[src/rtl/jogo_pkg.sv]
// rtl/jogo_pkg.sv - shared game defaults for the control unit, matrix and progress datapath
package jogo_pkg;

  localparam int N_BOTOES_PADRAO     = 8;
  localparam int NIVEL_W_PADRAO      = 3;
  localparam int ULTIMO_NIVEL_PADRAO = 5;
  localparam int JOGADAS_W_PADRAO    = 8;
  localparam int TEMPO_W_PADRAO      = 26;
  localparam int TEMPO_LIMITE_PADRAO = 50_000_000;

endpackage

[src/rtl/sincronizador_borda.sv]
// rtl/sincronizador_borda.sv - per-button 2-FF synchroniser, rise detector and gated registered pulse
module sincronizador_borda #(
  parameter int W = 8
) (
  input  logic         clock,
  input  logic         reset,
  input  logic [W-1:0] i_dado,
  input  logic         i_gate,
  output logic [W-1:0] o_pulso
);

  logic [W-1:0] r_meta;
  logic [W-1:0] r_sync;
  logic [W-1:0] r_prev;
  logic [W-1:0] r_borda;
  logic [W-1:0] r_pulso;

  // The gate is applied only at the last stage, so a pulse that got through stays through.
  always_ff @(posedge clock or posedge reset) begin
    if (reset) begin
      r_meta  <= '0;
      r_sync  <= '0;
      r_prev  <= '0;
      r_borda <= '0;
      r_pulso <= '0;
    end else begin
      r_meta  <= i_dado;
      r_sync  <= r_meta;
      r_prev  <= r_sync;
      r_borda <= r_sync & ~r_prev;
      r_pulso <= r_borda & {W{i_gate}};
    end
  end

  assign o_pulso = r_pulso;

endmodule

[src/rtl/fluxo_progresso.sv]
// rtl/fluxo_progresso.sv - level counter, move counter, level timer and completion/timeout latches
module fluxo_progresso
  import jogo_pkg::*;
#(
  parameter int N_BOTOES     = N_BOTOES_PADRAO,
  parameter int NIVEL_W      = NIVEL_W_PADRAO,
  parameter int ULTIMO_NIVEL = ULTIMO_NIVEL_PADRAO,
  parameter int JOGADAS_W    = JOGADAS_W_PADRAO,
  parameter int TEMPO_W      = TEMPO_W_PADRAO,
  parameter int TEMPO_LIMITE = TEMPO_LIMITE_PADRAO
) (
  input  logic                 clock,
  input  logic                 reset,
  input  logic                 habilita,
  input  logic                 zeraN,
  input  logic                 contaN,
  input  logic [N_BOTOES-1:0]  botoes,
  input  logic                 nivel_concluido,
  output logic [N_BOTOES-1:0]  botoes_pulso,
  output logic [NIVEL_W-1:0]   nivel,
  output logic [JOGADAS_W-1:0] jogadas,
  output logic                 nivel_ok,
  output logic                 timeout,
  output logic                 fim_jogo,
  output logic                 nivelIgualUltimoNivel,
  output logic                 nivelMenorOuIgualUltimoNivel
);

  localparam logic [NIVEL_W-1:0] ULTIMO      = NIVEL_W'(ULTIMO_NIVEL);
  localparam logic               TEMPO_ATIVO = (TEMPO_LIMITE != 0);
  localparam logic [TEMPO_W-1:0] LIMITE_M1   = TEMPO_ATIVO ? TEMPO_W'(TEMPO_LIMITE - 1) : '0;

  logic [NIVEL_W-1:0]   r_nivel;
  logic [JOGADAS_W-1:0] r_jogadas;
  logic [TEMPO_W-1:0]   r_tempo;
  logic                 r_ok;
  logic                 r_timeout;

  logic w_gate;
  logic w_conta_tempo;
  logic w_expira;
  logic w_limpa;
  logic w_jogada;
  logic w_concluiu;

  assign w_gate        = habilita & ~r_ok & ~r_timeout;
  assign w_conta_tempo = w_gate & TEMPO_ATIVO;
  assign w_expira      = w_conta_tempo & (r_tempo == LIMITE_M1);
  assign w_limpa       = zeraN | contaN;
  assign w_jogada      = |botoes_pulso;
  // Timeout beats a completion arriving on the very same edge.
  assign w_concluiu    = nivel_concluido & habilita & ~r_timeout & ~w_expira;

  sincronizador_borda #(
    .W (N_BOTOES)
  ) u_sincronizador (
    .clock   (clock),
    .reset   (reset),
    .i_dado  (botoes),
    .i_gate  (w_gate),
    .o_pulso (botoes_pulso)
  );

  always_ff @(posedge clock or posedge reset) begin
    if (reset) begin
      r_nivel <= '0;
    end else if (zeraN) begin
      r_nivel <= '0;
    end else if (contaN && (r_nivel < ULTIMO)) begin
      r_nivel <= r_nivel + 1'b1;
    end
  end

  always_ff @(posedge clock or posedge reset) begin
    if (reset) begin
      r_jogadas <= '0;
    end else if (w_limpa) begin
      r_jogadas <= '0;
    end else if (w_jogada && !r_ok && (r_jogadas != '1)) begin
      r_jogadas <= r_jogadas + 1'b1;
    end
  end

  always_ff @(posedge clock or posedge reset) begin
    if (reset) begin
      r_tempo   <= '0;
      r_timeout <= 1'b0;
      r_ok      <= 1'b0;
    end else if (w_limpa) begin
      r_tempo   <= '0;
      r_timeout <= 1'b0;
      r_ok      <= 1'b0;
    end else begin
      if (w_expira) begin
        r_timeout <= 1'b1;
      end else if (w_conta_tempo) begin
        r_tempo <= r_tempo + 1'b1;
      end
      if (w_concluiu) begin
        r_ok <= 1'b1;
      end
    end
  end

  assign nivel                        = r_nivel;
  assign jogadas                      = r_jogadas;
  assign nivel_ok                     = r_ok;
  assign timeout                      = r_timeout;
  assign nivelIgualUltimoNivel        = (r_nivel == ULTIMO);
  assign nivelMenorOuIgualUltimoNivel = (r_nivel <= ULTIMO);
  assign fim_jogo                     = r_ok & nivelIgualUltimoNivel;

endmodule

[config.mk]
export PLATFORM = sky130hd
export DESIGN_NAME = fluxo_progresso
export DESIGN_NICKNAME = d
export VERILOG_FILES = /design/src/rtl/jogo_pkg.sv /design/src/rtl/sincronizador_borda.sv /design/src/rtl/fluxo_progresso.sv
export SDC_FILE = /design/constraint.sdc
export NUM_CORES = 1
export LEC_CHECK = 0
export CAP_MARGIN = 20
export CORE_MARGIN = 3
export CORE_UTILIZATION = 40
export CTS_CLUSTER_DIAMETER = 100
export DETAILED_ROUTE_END_ITERATION = 10
export PLACE_DENSITY_LB_ADDON = 0.3
export REMOVE_ABC_BUFFERS = 1
export SYNTH_ARGS = -nofsm -noshare
export SYNTH_HDL_FRONTEND = slang
export SYNTH_SLANG_ARGS = --single-unit
export TNS_END_PERCENT = 30
[constraint.sdc]
create_clock -name clock -period 6.5 [get_ports clock]
set_input_delay 1.3 -clock clock [delete_from_list [all_inputs] [get_ports clock]]
set_output_delay 1.3 -clock clock [all_outputs]
set_load 0.05 [all_outputs]
==> results of run 1 <==
==> routing by layer <==
metal / part of all wire [%] / vias to the layer above / GRT usage [%] / wire length [µm]
met5: 0 / - / 0 / 0
li1: - / 1088 / - / -
met1: 47 / 1090 / 18.9 / 2790
met4: 1.2 / 0 / 5.37 / 72
met3: 4.2 / 8 / 5.11 / 251
met2: 48 / 40 / 23.5 / 2820
==> per-stage QoR <==
step	cell area [µm²]	cells	hold slack [ns]
after floorplan	3230	280	0.331
after global placement	3740	421	0.333
after detailed placement	3740	421	0.335
after CTS	3950	437	0.355
after global routing	3950	437	0.360
final	3950	437	0.352
==> synthesized netlist by cell type (all sizes together), types with 2 or more instances <==
cell / n / area (µm²)
or4: 3 / 23.8
a21oi: 11 / 55.1
nor3: 4 / 20.0
nand4: 13 / 81.3
xnor2: 3 / 26.3
and3: 9 / 57.6
dfrtp: 79 / 1980
nor4bb: 3 / 30.0
nor2: 35 / 139
buf: 2 / 22.5
clkbuf: 6 / 22.5
and2: 11 / 68.8
or3: 7 / 48.8
nand2: 13 / 48.8
xor2: 21 / 184
nor4: 6 / 43.8
nand3: 21 / 105
and4: 2 / 17.5
inv: 5 / 18.8
nor2b: 9 / 56.3
o21ai: 7 / 35.0
o21a: 3 / 22.5
nor3b: 2 / 15.0
o31a: 2 / 18.8
ha: 4 / 50.1
==> path summary, 6_finish.rpt <==
path / startpoint / endpoint / slack [ns] / cells past startpoint
setup reg to reg: r_tempo[8] / r_tempo[11] / 4.36 / 5
setup / recovery: nivel[0] / nivelMenorOuIgualUltimoNivel / 3.05 / 3
max in group asynchronous: reset / u_sincronizador.r_meta[4] / 4.33 / 3
hold / removal: u_sincronizador.r_meta[1] / u_sincronizador.r_sync[1] / 0.35 / 0
min in group asynchronous: reset / nivel[1] / 1.55 / 3
hold reg to reg: u_sincronizador.r_meta[1] / u_sincronizador.r_sync[1] / 0.35 / 0
==> logic make-up (layout without fill, tap and decap cells) <==
group | Yosys count | count (layout) | synth area share [%]
AND/OR/NAND/NOR | 141 | 141 | 24.0
adder cells (fa/ha/maj) | 4 | 4 | 1.53
buffers and inverters | 13 | 60 | 1.95
AO/OA/AOI/OAI | 27 | 27 | 5.62
XOR/XNOR | 24 | 24 | 6.43
flip-flops | 79 | 79 | 60.4
==> power by group <==
group	total, mW	switching, mW	internal, mW
clock network	0.379	0.194	0.185
logic	0.0650	0.0416	0.0234
registers	0.513	0.00777	0.505
==> state kept, by name, indices dropped and copies added, names as in the netlist <==
signal,flops
r_tempo,26
jogadas,8
u_sincronizador.o_pulso,8
u_sincronizador.r_borda,8
u_sincronizador.r_meta,8
u_sincronizador.r_prev,8
u_sincronizador.r_sync,8
nivel,3
nivel_ok,1
timeout,1
==> layout by cell type (no fill, tap or decap), types with 2 or more instances in the layout <==
| master | count |
|---|---|
| dfrtp_1 | 79 |
| clkdlybuf4s50_1 | 37 |
| nor2_1 | 34 |
| nand3_1 | 21 |
| xor2_1 | 21 |
| nand4_1 | 13 |
| nand2_1 | 13 |
| and2_1 | 11 |
| a21oi_1 | 11 |
| nor2b_1 | 9 |
| clkbuf_8 | 9 |
| and3_1 | 8 |
| o21ai_0 | 7 |
| nor4_1 | 5 |
| inv_1 | 4 |
| or3_2 | 4 |
| nor3_1 | 4 |
| ha_1 | 4 |
| inv_6 | 4 |
| nor4bb_1 | 3 |
| or3_1 | 3 |
| o21a_1 | 3 |
| xnor2_1 | 3 |
| nor3b_1 | 2 |
| or4_1 | 2 |
| and4_1 | 2 |
| buf_4 | 2 |
==> area by class of cell <==
cell class,count,area (µm²)
clock inverters,7,83.8
multi-input cells,196,1230
fillers,731,3900
clock buffers,9,124
inverters,5,18.8
flip-flops and latches,79,1980
well taps,102,128
repair buffers,39,385
==> results.json, run 1 <==
{
  "cts_hold_buffers": 0,
  "die_h_um": 96.4,
  "ys_seq_elements": 79,
  "die_x_um": 96.4,
  "finalHoldViolations": 0,
  "critPathLaunchType": "flop",
  "antennaDiodeCount": 0,
  "peakVddDrop_mv": 0.205,
  "route.detailed.drc": 0,
  "dpl.hpwl_mm": 3.95,
  "cts_buffers": 9,
  "ctsResizeCount": 0,
  "crit_family": "buffers and inverters",
  "cts-root-buf": "clkbuf_8",
  "fp.dieArea_um2": 9300,
  "grt_pass1_vias": 2280,
  "clock_skew_ns": 0.0112,
  "critical_path.max_stage_delay_ns": 0.71,
  "fin_util_pct": 50.3,
  "synthToLayoutAreaGrowth_pct": 20.7,
  "hold_class": "flop to flop",
  "ys_types": 38,
  "finalWorstSetupSlack_ns": 3.05,
  "synth-edff-count": 0,
  "crit_buf_inv": 1,
  "drive_gt1_share_pct": 9.55,
  "dr.pass1.iters": 6,
  "rows": 32,
  "grt_overflow_total": 0,
  "finalCritPeriodShare_pct": 53.1,
  "power_density_nw_per_um2": 243,
  "nets": 348,
  "clkSlewWorstSetupHoldPaths_ns": 0.09,
  "async_flop_share_pct": 100,
  "period_minus_slack_ns": 3.45,
  "cp-end-kind": "output pin",
  "fin_setup_tns_ns": 0,
  "critPathMaxFanout": 7,
  "cpMaxStageDelayCell": "clkdlybuf4s50_1",
  "post_cts_buffers": 0,
  "setup_viol": 0,
  "slew_viol_final": 0,
  "cts_tree": "done",
  "grt_max_degree": 80,
  "setup.worst_path.class": "flop to output pin",
  "cap_violations": 0,
  "io_buffers": 37,
  "fmax_mhz": 290,
  "grt_pass1_wl_mm": 10.5,
  "power.leakage_nw": 1.67,
  "worstMarginPinSlew_ns": 0.961,
  "cp.required_ns": 5.20,
  "clockBufferDepth": 2,
  "wl_per_cell_um": 13.6,
  "crit_arrival_ns": 2.15,
  "io_pins": 38,
  "netlist_area_um2": 3270,
  "dr.first_iter.drc_count": 60,
  "htree_levels": 3,
  "finalPower_mw": 0.957,
  "vias": 2226,
  "yosysSeqAreaShare_pct": 60.4,
  "rsz0062_at_grt": "false",
  "gp_congestion": 0.801,
  "post-place-ws_ns": 3.13,
  "coreArea_um2": 7850,
  "viasPerCell": 5.09,
  "antenna_found_initial": 0,
  "syn_inst": 288,
  "synth_ff_type": "dfrtp_1",
  "initial_core_util_pct": 41.7,
  "cts_num_sinks": 79,
  "slew_headroom_pct": 35.9,
  "path_cells": "ha_1 -> or3_1 -> clkdlybuf4s50_1",
  "grt_usage_pct": 14.8,
  "clk-insertion-delay-late_ns": 0.35,
  "avgSynthCellArea_um2": 11.4,
  "antenna_left": 0,
  "status": "complete, no violations",
  "yosysWarnings": 0,
  "routed_wl_mm": 5.93
}
Note: power is estimated with default switching activity, not from simulation.
==> run 2: changes to the inputs <==
==> constraint.sdc (replaced) <==
create_clock -name clock -period 3 [get_ports clock]
set_input_delay 0.6 -clock clock [delete_from_list [all_inputs] [get_ports clock]]
set_output_delay 0.6 -clock clock [all_outputs]
set_load 0.05 [all_outputs]
==> run 2 against run 1 <==
Against the previous run: clock skew down 0.0023 ns; combinational power increased by 120%; sequential power rose by 120%; global-route usage fell by 0.75 points; power grew 120%; wire length fell by 1.1%; die area is the same; non-clock buffer count up 3; highest routed layer unchanged; register-to-register slack got worse by 3.5 ns; clock power grew 120%.
==> results.json, run 2 (same netlist as run 1, synthesis figures left out) <==
{
  "nets": 351,
  "r2r_setup_slack_ns": 0.88,
  "vias": 2253,
  "routed_wl_mm": 5.87,
  "antenna_left": 0,
  "worstHoldStart": "u_sincronizador.r_meta[7]",
  "die_x_um": 96.4,
  "clockBufferDepth": 2,
  "wl_per_cell_um": 13.3,
  "power_density_nw_per_um2": 523,
  "cts_hold_buffers": 0,
  "fill_cells": 731,
  "worstRegToRegCells": 5,
  "post_cts_buffers": 0,
  "finalHoldViolations": 0,
  "htree_levels": 3,
  "fin_setup_tns_ns": 0,
  "crit_arrival_ns": 2.16,
  "dr.first_iter.drc_count": 116,
  "hold_depth": 0,
  "dp_cells": 424,
  "grt_pass1_vias": 2148,
  "rsz0062_at_grt": "false",
  "grt_max_degree": 41,
  "slew_headroom_pct": 52.7,
  "critPathLaunchType": "flop",
  "cts_num_sinks": 79,
  "status": "complete, no violations",
  "top_register": "r_tempo",
  "r2r_end": "r_tempo[9]",
  "finalPower_mw": 2.09,
  "grt_pass1_wl_mm": 10.1,
  "final_common_cell": "dfrtp_1",
  "gp_congestion": 0.849,
  "layout_common_cells": "79 x dfrtp_1, 37 x clkdlybuf4s50_1, 34 x nor2_1, 21 x nand3_1, 21 x xor2_1",
  "io_buffers": 37,
  "io_pins": 38,
  "route.detailed.drc": 0,
  "setup.worst_path.class": "flop to output pin",
  "largest_reg_flops": 26,
  "peakVddDrop_mv": 0.362,
  "antennaDiodeCount": 0,
  "critPathMaxFanout": 7,
  "coreArea_um2": 7850,
  "r2r-start": "r_tempo[8]",
  "antenna_found_initial": 0,
  "cap_violations": 0,
  "dr.pass1.iters": 4,
  "cts_tree": "done",
  "fin_cells": 440,
  "grt_usage_pct": 14.1,
  "fin_util_pct": 50.8,
  "die_h_um": 96.4,
  "grt_overflow_total": 0,
  "cts-root-buf": "clkbuf_8",
  "initial_core_util_pct": 41.7,
  "power.leakage_nw": 1.69,
  "ctsResizeCount": 0,
  "setup_viol": 0,
  "clkSlewWorstSetupHoldPaths_ns": 0.09,
  "drive_gt1_share_pct": 10.4,
  "clock_skew_ns": 0.00889,
  "worst_hold_path.endpoint": "u_sincronizador.r_sync[7]",
  "worstMarginPinSlew_ns": 0.709,
  "cts_buffers": 9,
  "clk-insertion-delay-late_ns": 0.35,
  "period_minus_slack_ns": 2.76,
  "hold_class": "flop to flop",
  "viasPerCell": 5.12,
  "cp.required_ns": 2.40,
  "fmax_mhz": 363,
  "synthToLayoutAreaGrowth_pct": 21.9,
  "slew_viol_final": 0,
  "dpl.hpwl_mm": 4.08,
  "rows": 32,
  "fp.dieArea_um2": 9300,
  "cp-end-kind": "output pin",
  "finalCritPeriodShare_pct": 91.9
}
## run 2: through the flow
stage	setup WS, ns	hold WS (ns)	area (µm²)
4_1_cts	0.231	0.355	3990
3_5_place_dp	0.417	0.336	3770
3_3_place_gp	0.425	0.332	3770
2_1_floorplan	0.377	0.331	3230
6_report	0.242	0.351	3990
5_1_grt	0.174	0.361	3990
## run 2: metal layers
layer  vias to the layer above  GRT usage [%]  routed length, µm
met5                         -              0                  0
met4                         0           5.26                 68
met3                         9           3.33                270
met2                        46           21.3               2710
met1                      1105           19.7               2820
li1                       1093              -                  -
## run 2: final cells by class
| cell class | count | area (µm²) | area share (%) |
|---|---|---|---|
| inverters | 5 | 18.8 | 0.471 |
| repair buffers | 42 | 420 | 10.5 |
| clock inverters | 6 | 75.1 | 1.88 |
| clock buffers | 10 | 138 | 3.45 |
| flip-flops and latches | 79 | 1980 | 49.6 |
| well taps | 102 | 128 | 3.20 |
| multi-input cells | 196 | 1230 | 30.9 |
## run 2: how the worst max path moves through the flow
stage	depth (start not counted)	end	from
detailed placement	5	r_tempo[2]	habilita
floorplan	1	jogadas[0]	reset
finish	3	nivelMenorOuIgualUltimoNivel	nivel[0]
global placement	5	r_tempo[2]	habilita
CTS	3	nivelMenorOuIgualUltimoNivel	nivel[0]
global route	3	nivelMenorOuIgualUltimoNivel	nivel[0]
## run 2: critical path: stages, from the launching register on
cell,delay (ns)
dfrtp_1,0.46
ha_1,0.26
or3_1,0.37
clkdlybuf4s50_1,0.71
## run 2: power by group
group / total (mW) / switching, mW / internal [mW] / leakage, nW
Combinational: 0.145 / 0.0912 / 0.0543 / 0.549
Clock: 0.829 / 0.409 / 0.420 / 0.105
Sequential: 1.11 / 0.0166 / 1.09 / 1.03
Total: 2.09 / 0.517 / 1.57 / 1.69
==> run 3: changes to the inputs <==
--- a/config.mk
+++ b/config.mk
@@ -9,7 +9,9 @@
 export CORE_MARGIN = 3
 export CORE_UTILIZATION = 40
 export CTS_CLUSTER_DIAMETER = 100
+export CTS_CLUSTER_SIZE = 12
 export DETAILED_ROUTE_END_ITERATION = 10
+export GPL_TIMING_DRIVEN = 0
 export PLACE_DENSITY_LB_ADDON = 0.3
 export REMOVE_ABC_BUFFERS = 1
 export SYNTH_ARGS = -nofsm -noshare
==> run 3 against run 2 <==
Against the previous run: flip-flop and latch count unchanged; maximum frequency up 0.18%; worst setup slack better by 0.0049 ns; global-route usage up 0.066 points; non-clock buffer count down 3; power down 1.7%; critical path type unchanged.
==> results.json, run 3 (same netlist as run 1, synthesis figures left out) <==
{
  "status": "complete, no violations",
  "antennaDiodeCount": 0,
  "cts_hold_buffers": 0,
  "dr.pass1.iters": 4,
  "rows": 32,
  "gp_congestion": 0.777,
  "finalHoldViolations": 0,
  "ctsResizeCount": 0,
  "peakVddDrop_mv": 0.401,
  "cts_buffers": 9,
  "top_register": "r_tempo",
  "rsz0062_at_grt": "false",
  "antenna_found_initial": 0,
  "path_cells": "ha_1 -> or3_1 -> clkdlybuf4s50_1",
  "combPwrFrac_pct": 7.1,
  "io_pins": 38,
  "crit_family": "buffers and inverters",
  "cp.required_ns": 2.40,
  "synthToLayoutAreaGrowth_pct": 21.2,
  "grt_pass1_wl_mm": 9.91,
  "grt_max_degree": 58,
  "clkSlewWorstSetupHoldPaths_ns": 0.08,
  "fin_util_pct": 50.5,
  "p_int_mw": 1.56,
  "cts-root-buf": "clkbuf_8",
  "crit_arrival_ns": 2.15,
  "grt_usage_pct": 14.1,
  "routed_wl_mm": 5.82,
  "period_minus_slack_ns": 2.75,
  "finalCritPeriodShare_pct": 91.8,
  "largest_reg_flops": 26,
  "setup_viol": 0,
  "sw_frac_of_total_pct": 24.0,
  "fin_setup_tns_ns": 0,
  "initial_core_util_pct": 41.7,
  "nets": 348,
  "coreArea_um2": 7850,
  "hold_slack_ns": 0.352,
  "worstMarginPinSlew_ns": 0.774,
  "wl_per_cell_um": 13.3,
  "htree_levels": 3,
  "vias": 2211,
  "final_common_cell": "dfrtp_1",
  "power.leakage_nw": 1.67,
  "critPathLaunchType": "flop",
  "drive_gt1_share_pct": 9.28,
  "slew_viol_final": 0,
  "cp-end-kind": "output pin",
  "fp.dieArea_um2": 9300,
  "fmax_mhz": 363,
  "grt_overflow_total": 0,
  "cap_violations": 0,
  "cts_num_sinks": 79,
  "route.detailed.drc": 0,
  "dpl.hpwl_mm": 4.15,
  "viasPerCell": 5.07,
  "post_cts_buffers": 0,
  "dr.first_iter.drc_count": 92,
  "cpMaxStageDelayCell": "clkdlybuf4s50_1",
  "antenna_left": 0,
  "grt_pass1_vias": 2092,
  "clkPwrFrac_pct": 38.7,
  "power_density_nw_per_um2": 517,
  "die_h_um": 96.4,
  "die_x_um": 96.4,
  "hold_class": "flop to flop",
  "dpl-instance-area_um2": 3760,
  "crit_buf_inv": 1,
  "power_switching_mw": 0.491,
  "clockBufferDepth": 2,
  "stdcell_area_um2": 3960,
  "critPathMaxFanout": 7,
  "layout_common_cells": "79 x dfrtp_1, 37 x clkdlybuf4s50_1, 34 x nor2_1, 21 x nand3_1, 21 x xor2_1",
  "slew_headroom_pct": 48.0,
  "clock_skew_ns": 0.0108,
  "critical_path.max_stage_delay_ns": 0.71,
  "io_buffers": 37,
  "setup.worst_path.class": "flop to output pin",
  "clk-insertion-delay-late_ns": 0.35,
  "cts_tree": "done",
  "seq_power_share_pct": 54.2
}
## run 3: layout make-up
| type | count | area, µm² |
|---|---|---|
| Sequential cell | 79 | 1980 |
| Timing Repair Buffer | 39 | 405 |
| Inverter | 5 | 21.3 |
| Fill cell | 737 | 3880 |
| Tap cell | 102 | 128 |
| Multi-Input combinational cell | 196 | 1230 |
| Clock buffer | 10 | 138 |
| Clock inverter | 5 | 65.1 |
## run 3: final timing paths
| kind | cells after the start | slack, ns | start | endpoint |
|---|---|---|---|---|
| max in group asynchronous | 3 | 1.88 | reset | u_sincronizador.o_pulso[4] |
| hold reg to reg | 0 | 0.35 | u_sincronizador.r_meta[3] | u_sincronizador.r_sync[3] |
| setup / recovery | 3 | 0.25 | nivel[0] | nivelMenorOuIgualUltimoNivel |
| hold / removal | 0 | 0.35 | u_sincronizador.r_meta[3] | u_sincronizador.r_sync[3] |
| min in group asynchronous | 2 | 0.56 | reset | nivel[1] |
| setup reg to reg | 5 | 0.81 | r_tempo[8] | r_tempo[5] |
## run 3: power groups by stage
stage          Combinational (mW)  Clock (mW)  Sequential (mW)
2_1_floorplan              0.0572           0             1.16
3_3_place_gp                0.139           0             1.13
3_5_place_dp                0.148           0             1.13
4_1_cts                     0.148       0.818             1.11
5_1_grt                     0.160       0.871             1.12
6_report                    0.145       0.794             1.11
## run 3: metal layers
metal  track usage [%]  vias up  share of wire [%]
met1              18.4     1072                 46
met3              3.41       12                3.8
met2              22.4       38                 48
met4              6.31        0                1.9
li1                  -     1089                  -
met5                 0        -                  0
## run 3: through the flow
step	power [mW]	setup slack [ns]	std cells
global route	2.15	0.184	436
finish	2.05	0.247	436
detailed placement	1.28	0.255	421
global placement	1.27	-0.828	419
CTS	2.08	0.237	436
floorplan	1.22	0.377	280
==> patch 1, RTL diff (settings of run 3) <==
Make the reset (`reset`) synchronous in 4 clocked blocks.
--- a/src/rtl/sincronizador_borda.sv
+++ b/src/rtl/sincronizador_borda.sv
@@ -16,7 +16,7 @@
   logic [W-1:0] r_pulso;
 
   // The gate is applied only at the last stage, so a pulse that got through stays through.
-  always_ff @(posedge clock or posedge reset) begin
+  always_ff @(posedge clock) begin
     if (reset) begin
       r_meta  <= '0;
       r_sync  <= '0;
--- a/src/rtl/fluxo_progresso.sv
+++ b/src/rtl/fluxo_progresso.sv
@@ -61,7 +61,7 @@
     .o_pulso (botoes_pulso)
   );
 
-  always_ff @(posedge clock or posedge reset) begin
+  always_ff @(posedge clock) begin
     if (reset) begin
       r_nivel <= '0;
     end else if (zeraN) begin
@@ -71,7 +71,7 @@
     end
   end
 
-  always_ff @(posedge clock or posedge reset) begin
+  always_ff @(posedge clock) begin
     if (reset) begin
       r_jogadas <= '0;
     end else if (w_limpa) begin
@@ -81,7 +81,7 @@
     end
   end
 
-  always_ff @(posedge clock or posedge reset) begin
+  always_ff @(posedge clock) begin
     if (reset) begin
       r_tempo   <= '0;
       r_timeout <= 1'b0;
Check against the original RTL: differs if reset is asserted again (counterexample within 4 cycles, from zero or initial values and one cycle with reset high); with reset held inactive, the same outputs for 10 cycles.
==> patch 1 against run 3 <==
  * Maximum frequency shrank 1.2%
  * Synthesized area is 8.1% lower
  * Final area down 8.2%
  * Non-clock buffer count shrank 1
  * Global-route usage shrank 1.2 points
  * Sequential cell count did not move
  * Sequential power fell by 4%
  * Total power decreased by 10%
  * Worst setup slack lost 34 ps
  * Routed wire length fell by 9.1%
==> patch 1: results (changes against run 3) <==
.. list-table::
   :header-rows: 1

   * - Metric
     - Value
   * - Hold Crit Depth
     - 1 (was 0)
   * - Lkg Pwr
     - 1.30 nW (was 1.67 nW)
   * - Sequential fraction of total cell area
     - 43.5% (was 49.9%)
   * - TAP cells
     - 96 (was 102)
   * - Final weighted congestion in routability-driven placement
     - 0.824 (was 0.777)
   * - Placed cell area
     - 3460 µm² (was 3760 µm²)
   * - Proportion of power drawn by the clock network
     - 37.2% (was 38.7%)
   * - Status
     - finished, final reports clean (unchanged)
   * - Maximum number of pins on one net before global-route repair
     - 31 (was 58)
   * - Non-clock buffer count in the final layout
     - 38 (was 39)
   * - Post-detailed-route wirelength per cell
     - 11.8 µm (was 13.3 µm)
   * - All-layer global routing usage
     - 12.9% (was 14.1%)
   * - Sequential element share of the synthesized area
     - 52.6% (was 60.4%)
   * - Multi-input combinational cell area
     - 1350 µm² (was 1230 µm²)
   * - Startpoint of the most critical register-to-register path
     - r_tempo[0]$_SDFFE_PP0P_ (was r_tempo[8]$_DFFE_PP0P_)
   * - Share of final-layout standard cells stronger than drive strength 1
     - 7.08% (was 9.28%)
   * - Clock network area share
     - 4.81% (was 5.11%)
   * - Cell Count Post-Placement
     - 433 (was 421)
   * - Worst voltage drop across the vdd grid
     - 0.000287 V (was 0.000401 V)
   * - HP Start
     - u_sincronizador.r_prev[6]$_SDFF_PP0_ (was u_sincronizador.r_meta[3]$_DFF_PP0_)
   * - Filler instances
     - 651 (was 737)
   * - Hold Worst Slack
     - 379 ps (was 352 ps)
   * - Leading post-synthesis cells by cell area
     - dfxtp_1 53%, nor2b_1 6.7%, xor2_1 4.7% (was dfrtp_1 60%, xor2_1 5.6%, nor2_1 3.9%)
   * - List of most frequent post-synthesis cells
     - 79 x dfxtp_1, 32 x nor2b_1, 27 x nor2_1 (was 79 x dfrtp_1, 34 x nor2_1, 21 x nand3_1, 21 x xor2_1)
   * - Inverters
     - 3 (was 5)
   * - Signal buf overhead
     - 11.0% (was 10.2%)
   * - Highest fanout seen on the critical path
     - 6 (was 7)
   * - Clock buffer count in the final layout
     - 11 (was 10)
   * - Post-synthesis async set-or-reset flop share
     - 0% (was 100%)
   * - Register-to-register path setup slack
     - 860 ps (was 810 ps)
   * - Via count of the first global-routing pass
     - 1952 (was 2092)
   * - Post-synthesis to final-layout area growth
     - 21.1% (was 21.2%)
   * - Global-route wire length before repair
     - 8.78 mm (was 9.91 mm)
   * - Worst r2r path cells
     - 6 (was 5)
   * - Combinational gate power
     - 0.0000818 W (was 0.000145 W)
   * - NumNets Final
     - 366 (was 348)
patch 1: what timing repair did:
item,4_1_cts,5_1_grt
hold endpoints to repair,0,0
setup endpoints to repair,0,1
gates resized for setup,0,1
patch 1: per-layer routing:
metal,GRT usage (%),up-vias,wire [µm]
met3,4.14,9,257
li1,-,1163,-
met2,20.0,56,2350
met1,16.0,1043,2590
met5,0,-,0
met4,6.96,0,88
patch 1: kinds of logic (layout without fill, tap and decap cells):
kind of cell | Yosys count | count (layout) | share of synthesized area (%)
fa+ha+maj | 4 | 4 | 1.67
compound gates | 36 | 36 | 7.24
buf+inv | 16 | 57 | 2.46
xor+xnor | 18 | 18 | 5.25
simple gates | 158 | 158 | 30.4
mux | 1 | 1 | 0.333
flops | 79 | 79 | 52.6
patch 1: critical path: cells and delay by family, from the launching register on:
family | cells | cell delay [ps]
fa+ha+maj | 1 | 200
buf+inv | 2 | 770
flops | 1 | 420
simple gates | 1 | 460
==> patch 2, RTL diff (flow settings as in run 3) <==
Made on the original files. `TEMPO_W_PADRAO`: 26 -> 52.
--- a/src/rtl/jogo_pkg.sv
+++ b/src/rtl/jogo_pkg.sv
@@ -5,7 +5,7 @@
   localparam int NIVEL_W_PADRAO      = 3;
   localparam int ULTIMO_NIVEL_PADRAO = 5;
   localparam int JOGADAS_W_PADRAO    = 8;
-  localparam int TEMPO_W_PADRAO      = 26;
+  localparam int TEMPO_W_PADRAO      = 52;
   localparam int TEMPO_LIMITE_PADRAO = 50_000_000;
 
 endpackage
Check against the original RTL: same outputs for any inputs over 10 cycles, from zero or initial values and one cycle with reset high; that may be too few to reach the edited logic, so the function may still have changed.
==> patch 2 against run 3 <==
  * Sequential power grew 32%
  * Synthesized area grew 46%
  * Critical path depth grew 3
  * Final area grew 43%
  * Non-clock buffer count grew 4
  * Die area grew 43%
  * Worst setup slack lost 41 ps
  * Sequential cell count grew 26
  * Clock power grew 50%
  * Total power grew 37%
  * Hold slack is essentially flat
  * Routed wire length grew 80%
  * Critical endpoint is now r_tempo[47]$_DFFE_PP0P_
  * Largest power group unchanged
==> patch 2: results (changes against run 3) <==
.. list-table::
   :header-rows: 1

   * - Metric
     - Value
   * - Arrival time reported for the critical path endpoint
     - 3070 ps (was 2150 ps)
   * - Rel. slew slack
     - 45.8% (was 48.0%)
   * - Status
     - finished, final reports clean (unchanged)
   * - Yosys warning count
     - 0 (unchanged)
   * - Final weighted congestion in routability-driven placement
     - 0.805 (was 0.777)
   * - Worst r2r path cells
     - 5 (unchanged)
   * - Lkg Pwr
     - 2.25 nW (was 1.67 nW)
   * - DRC violation count after routing
     - 0 (unchanged)
   * - Largest stage delay on the critical path
     - 530 ps (was 710 ps)
   * - Buffers inserted by post-CTS timing repair
     - 0 (unchanged)
   * - Total of endpoints with negative setup slack in the final report
     - 0 (unchanged)
   * - Share of final-layout standard cells stronger than drive strength 1
     - 6.26% (was 9.28%)
   * - Via count of the first global-routing pass
     - 3541 (was 2092)
   * - Total number of placement rows
     - 39 (was 32)
   * - Post-synthesis async set-or-reset flop share
     - 100% (unchanged)
   * - HPWL Detailed
     - 7.04 mm (was 4.15 mm)
   * - Number of flip-flops in the largest register
     - 52 (was 26)
   * - List of most frequent post-synthesis cells
     - 105 x dfrtp_1, 35 x nand2_1, 35 x nor2_1 (was 79 x dfrtp_1, 34 x nor2_1, 21 x nand3_1, 21 x xor2_1)
   * - Buffer levels on the longest clock path
     - 2 (unchanged)
   * - Slowest-stage cell, CP
     - or4_4 (was clkdlybuf4s50_1)
   * - DRC violation total after the first TritonRoute iteration
     - 331 (was 92)
   * - Worst voltage drop across the vdd grid
     - 0.000302 V (was 0.000401 V)
   * - Type of the worst min-delay path
     - reg2reg (unchanged)
   * - Global-route wire length before repair
     - 17.7 mm (was 9.91 mm)
   * - Most flops, register
     - r_tempo (unchanged)
   * - Placed cell area
     - 5330 µm² (was 3760 µm²)
   * - NumNets Final
     - 524 (was 348)
   * - Sequential element share of the synthesized area
     - 55.0% (was 60.4%)
   * - Register-to-register path setup slack
     - 430 ps (was 810 ps)
   * - # diodes
     - 0 (unchanged)
   * - Depth of the CTS H-tree
     - 3 (unchanged)
   * - Maximum number of pins on one net before global-route repair
     - 70 (was 58)
   * - Hold Crit Depth
     - 0 (unchanged)
   * - Number of iterations in the first detailed-routing pass
     - 5 (was 4)
   * - Buffers on Ports
     - 37 (unchanged)
   * - Filler instances
     - 1000 (was 737)
   * - Vias per cell
     - 5.79 (was 5.07)
   * - TritonCTS buffer count
     - 9 (unchanged)
   * - Worst clock skew
     - 8.36 ps (was 10.8 ps)
   * - Leading post-synthesis cells by cell area
     - dfrtp_1 55%, nand4_1 3.7%, a21oi_1 3.2% (was dfrtp_1 60%, xor2_1 5.6%, nor2_1 3.9%)
   * - All-layer global routing usage
     - 16.7% (was 14.1%)
   * - Highest fanout seen on the critical path
     - 17 (was 7)
   * - Post-detailed-route wirelength per cell
     - 16.0 µm (was 13.3 µm)
   * - Clock slew at reported path FFs
     - 70 ps
   * - Netlist cell types
     - 42 (was 38)
   * - Element type at the critical path end
     - flop (was output pin)
   * - Clock root buffer
     - clkbuf_16 (was clkbuf_8)
   * - Initial antenna violation count
     - 0 (unchanged)
-- patch 2: cell types whose count changed in the layout (fill, tap and decap cells not counted), moves of 9 or more --
cell,before,now
nand2_1,13,35
or3_1,3,21
nor4_1,5,17
o21ai_0,7,21
clkbuf_8,10,1
and4_1,2,11
dfrtp_1,79,105
nand4_1,13,28
a21oi_1,11,31
clkbuf_16,0,9
-- patch 2: final timing paths --
| check | from | to |
|---|---|---|
| min in group asynchronous | reset | jogadas[0]$_DFFE_PP0P_ |
| worst max-delay path | habilita | r_tempo[47]$_DFFE_PP0P_ |
| worst min-delay path | u_sincronizador.r_meta[6]$_DFF_PP0_ | u_sincronizador.r_sync[6]$_DFF_PP0_ |
| worst max register to register | nivel_ok$_DFFE_PP0P_ | r_tempo[47]$_DFFE_PP0P_ |
| max in group asynchronous | reset | jogadas[4]$_DFFE_PP0P_ |
| worst min register to register | u_sincronizador.r_meta[6]$_DFF_PP0_ | u_sincronizador.r_sync[6]$_DFF_PP0_ |
-- patch 2: final cells by class --
cell class | instances | area (µm²) | share of cell area (%)
well taps | 143 | 179 | 3.16
flip-flops and latches | 105 | 2630 | 46.4
repair buffers | 43 | 459 | 8.11
clock buffers | 10 | 239 | 4.22
multi-input cells | 342 | 2070 | 36.5
inverters | 5 | 21.3 | 0.375
clock inverters | 6 | 70.1 | 1.24
-- patch 2: stage by stage --
| step | hold slack (ps) | total power [W] | setup WS [ps] | TNS [ps] | cells |
|---|---|---|---|---|---|
| floorplan | 331 | 0.00158 | -361 | -38010 | 452 |
| global placement | 333 | 0.00165 | -1970 | -248220 | 632 |
| detailed placement | 335 | 0.00166 | -359 | -2170 | 637 |
| CTS | 353 | 0.00286 | 17.0 | 0 | 653 |
| global route | 370 | 0.00293 | 147 | 0 | 654 |
| finish | 352 | 0.00282 | 206 | 0 | 654 |
-- patch 2: cell families after synthesis --
| logic type | share of synthesized area, % |
|---|---|
| flip-flops | 55.0 |
| XOR/XNOR | 4.21 |
| adder cells (fa/ha/maj) | 1.05 |
| AND/OR/NAND/NOR | 28.4 |
| buffers and inverters | 2.02 |
| AO/OA/AOI/OAI | 9.37 |
-- patch 2: critical path, delay by kind of cell --
kind / cells / cell delay [ps]
buffers and inverters: 1 / 480
AND/OR/NAND/NOR: 4 / 1830
AO/OA/AOI/OAI: 1 / 150
-- patch 2: routing by layer --
metal | up-vias | GRT usage, % | wire length (µm) | part of all wire, %
met1 | 1874 | 23.3 | 4880 | 46
met3 | 13 | 4.42 | 509 | 4.8
li1 | 1817 | - | - | -
met4 | 0 | 4.77 | 145 | 1.4
met2 | 85 | 25.8 | 4960 | 47
met5 | - | 0 | 0 | 0
-- patch 2: power by group --
part	internal, W	switching (W)
Clock	0.000614	0.000573
Combinational	0.0000600	0.000112
Sequential	0.00144	0.0000163
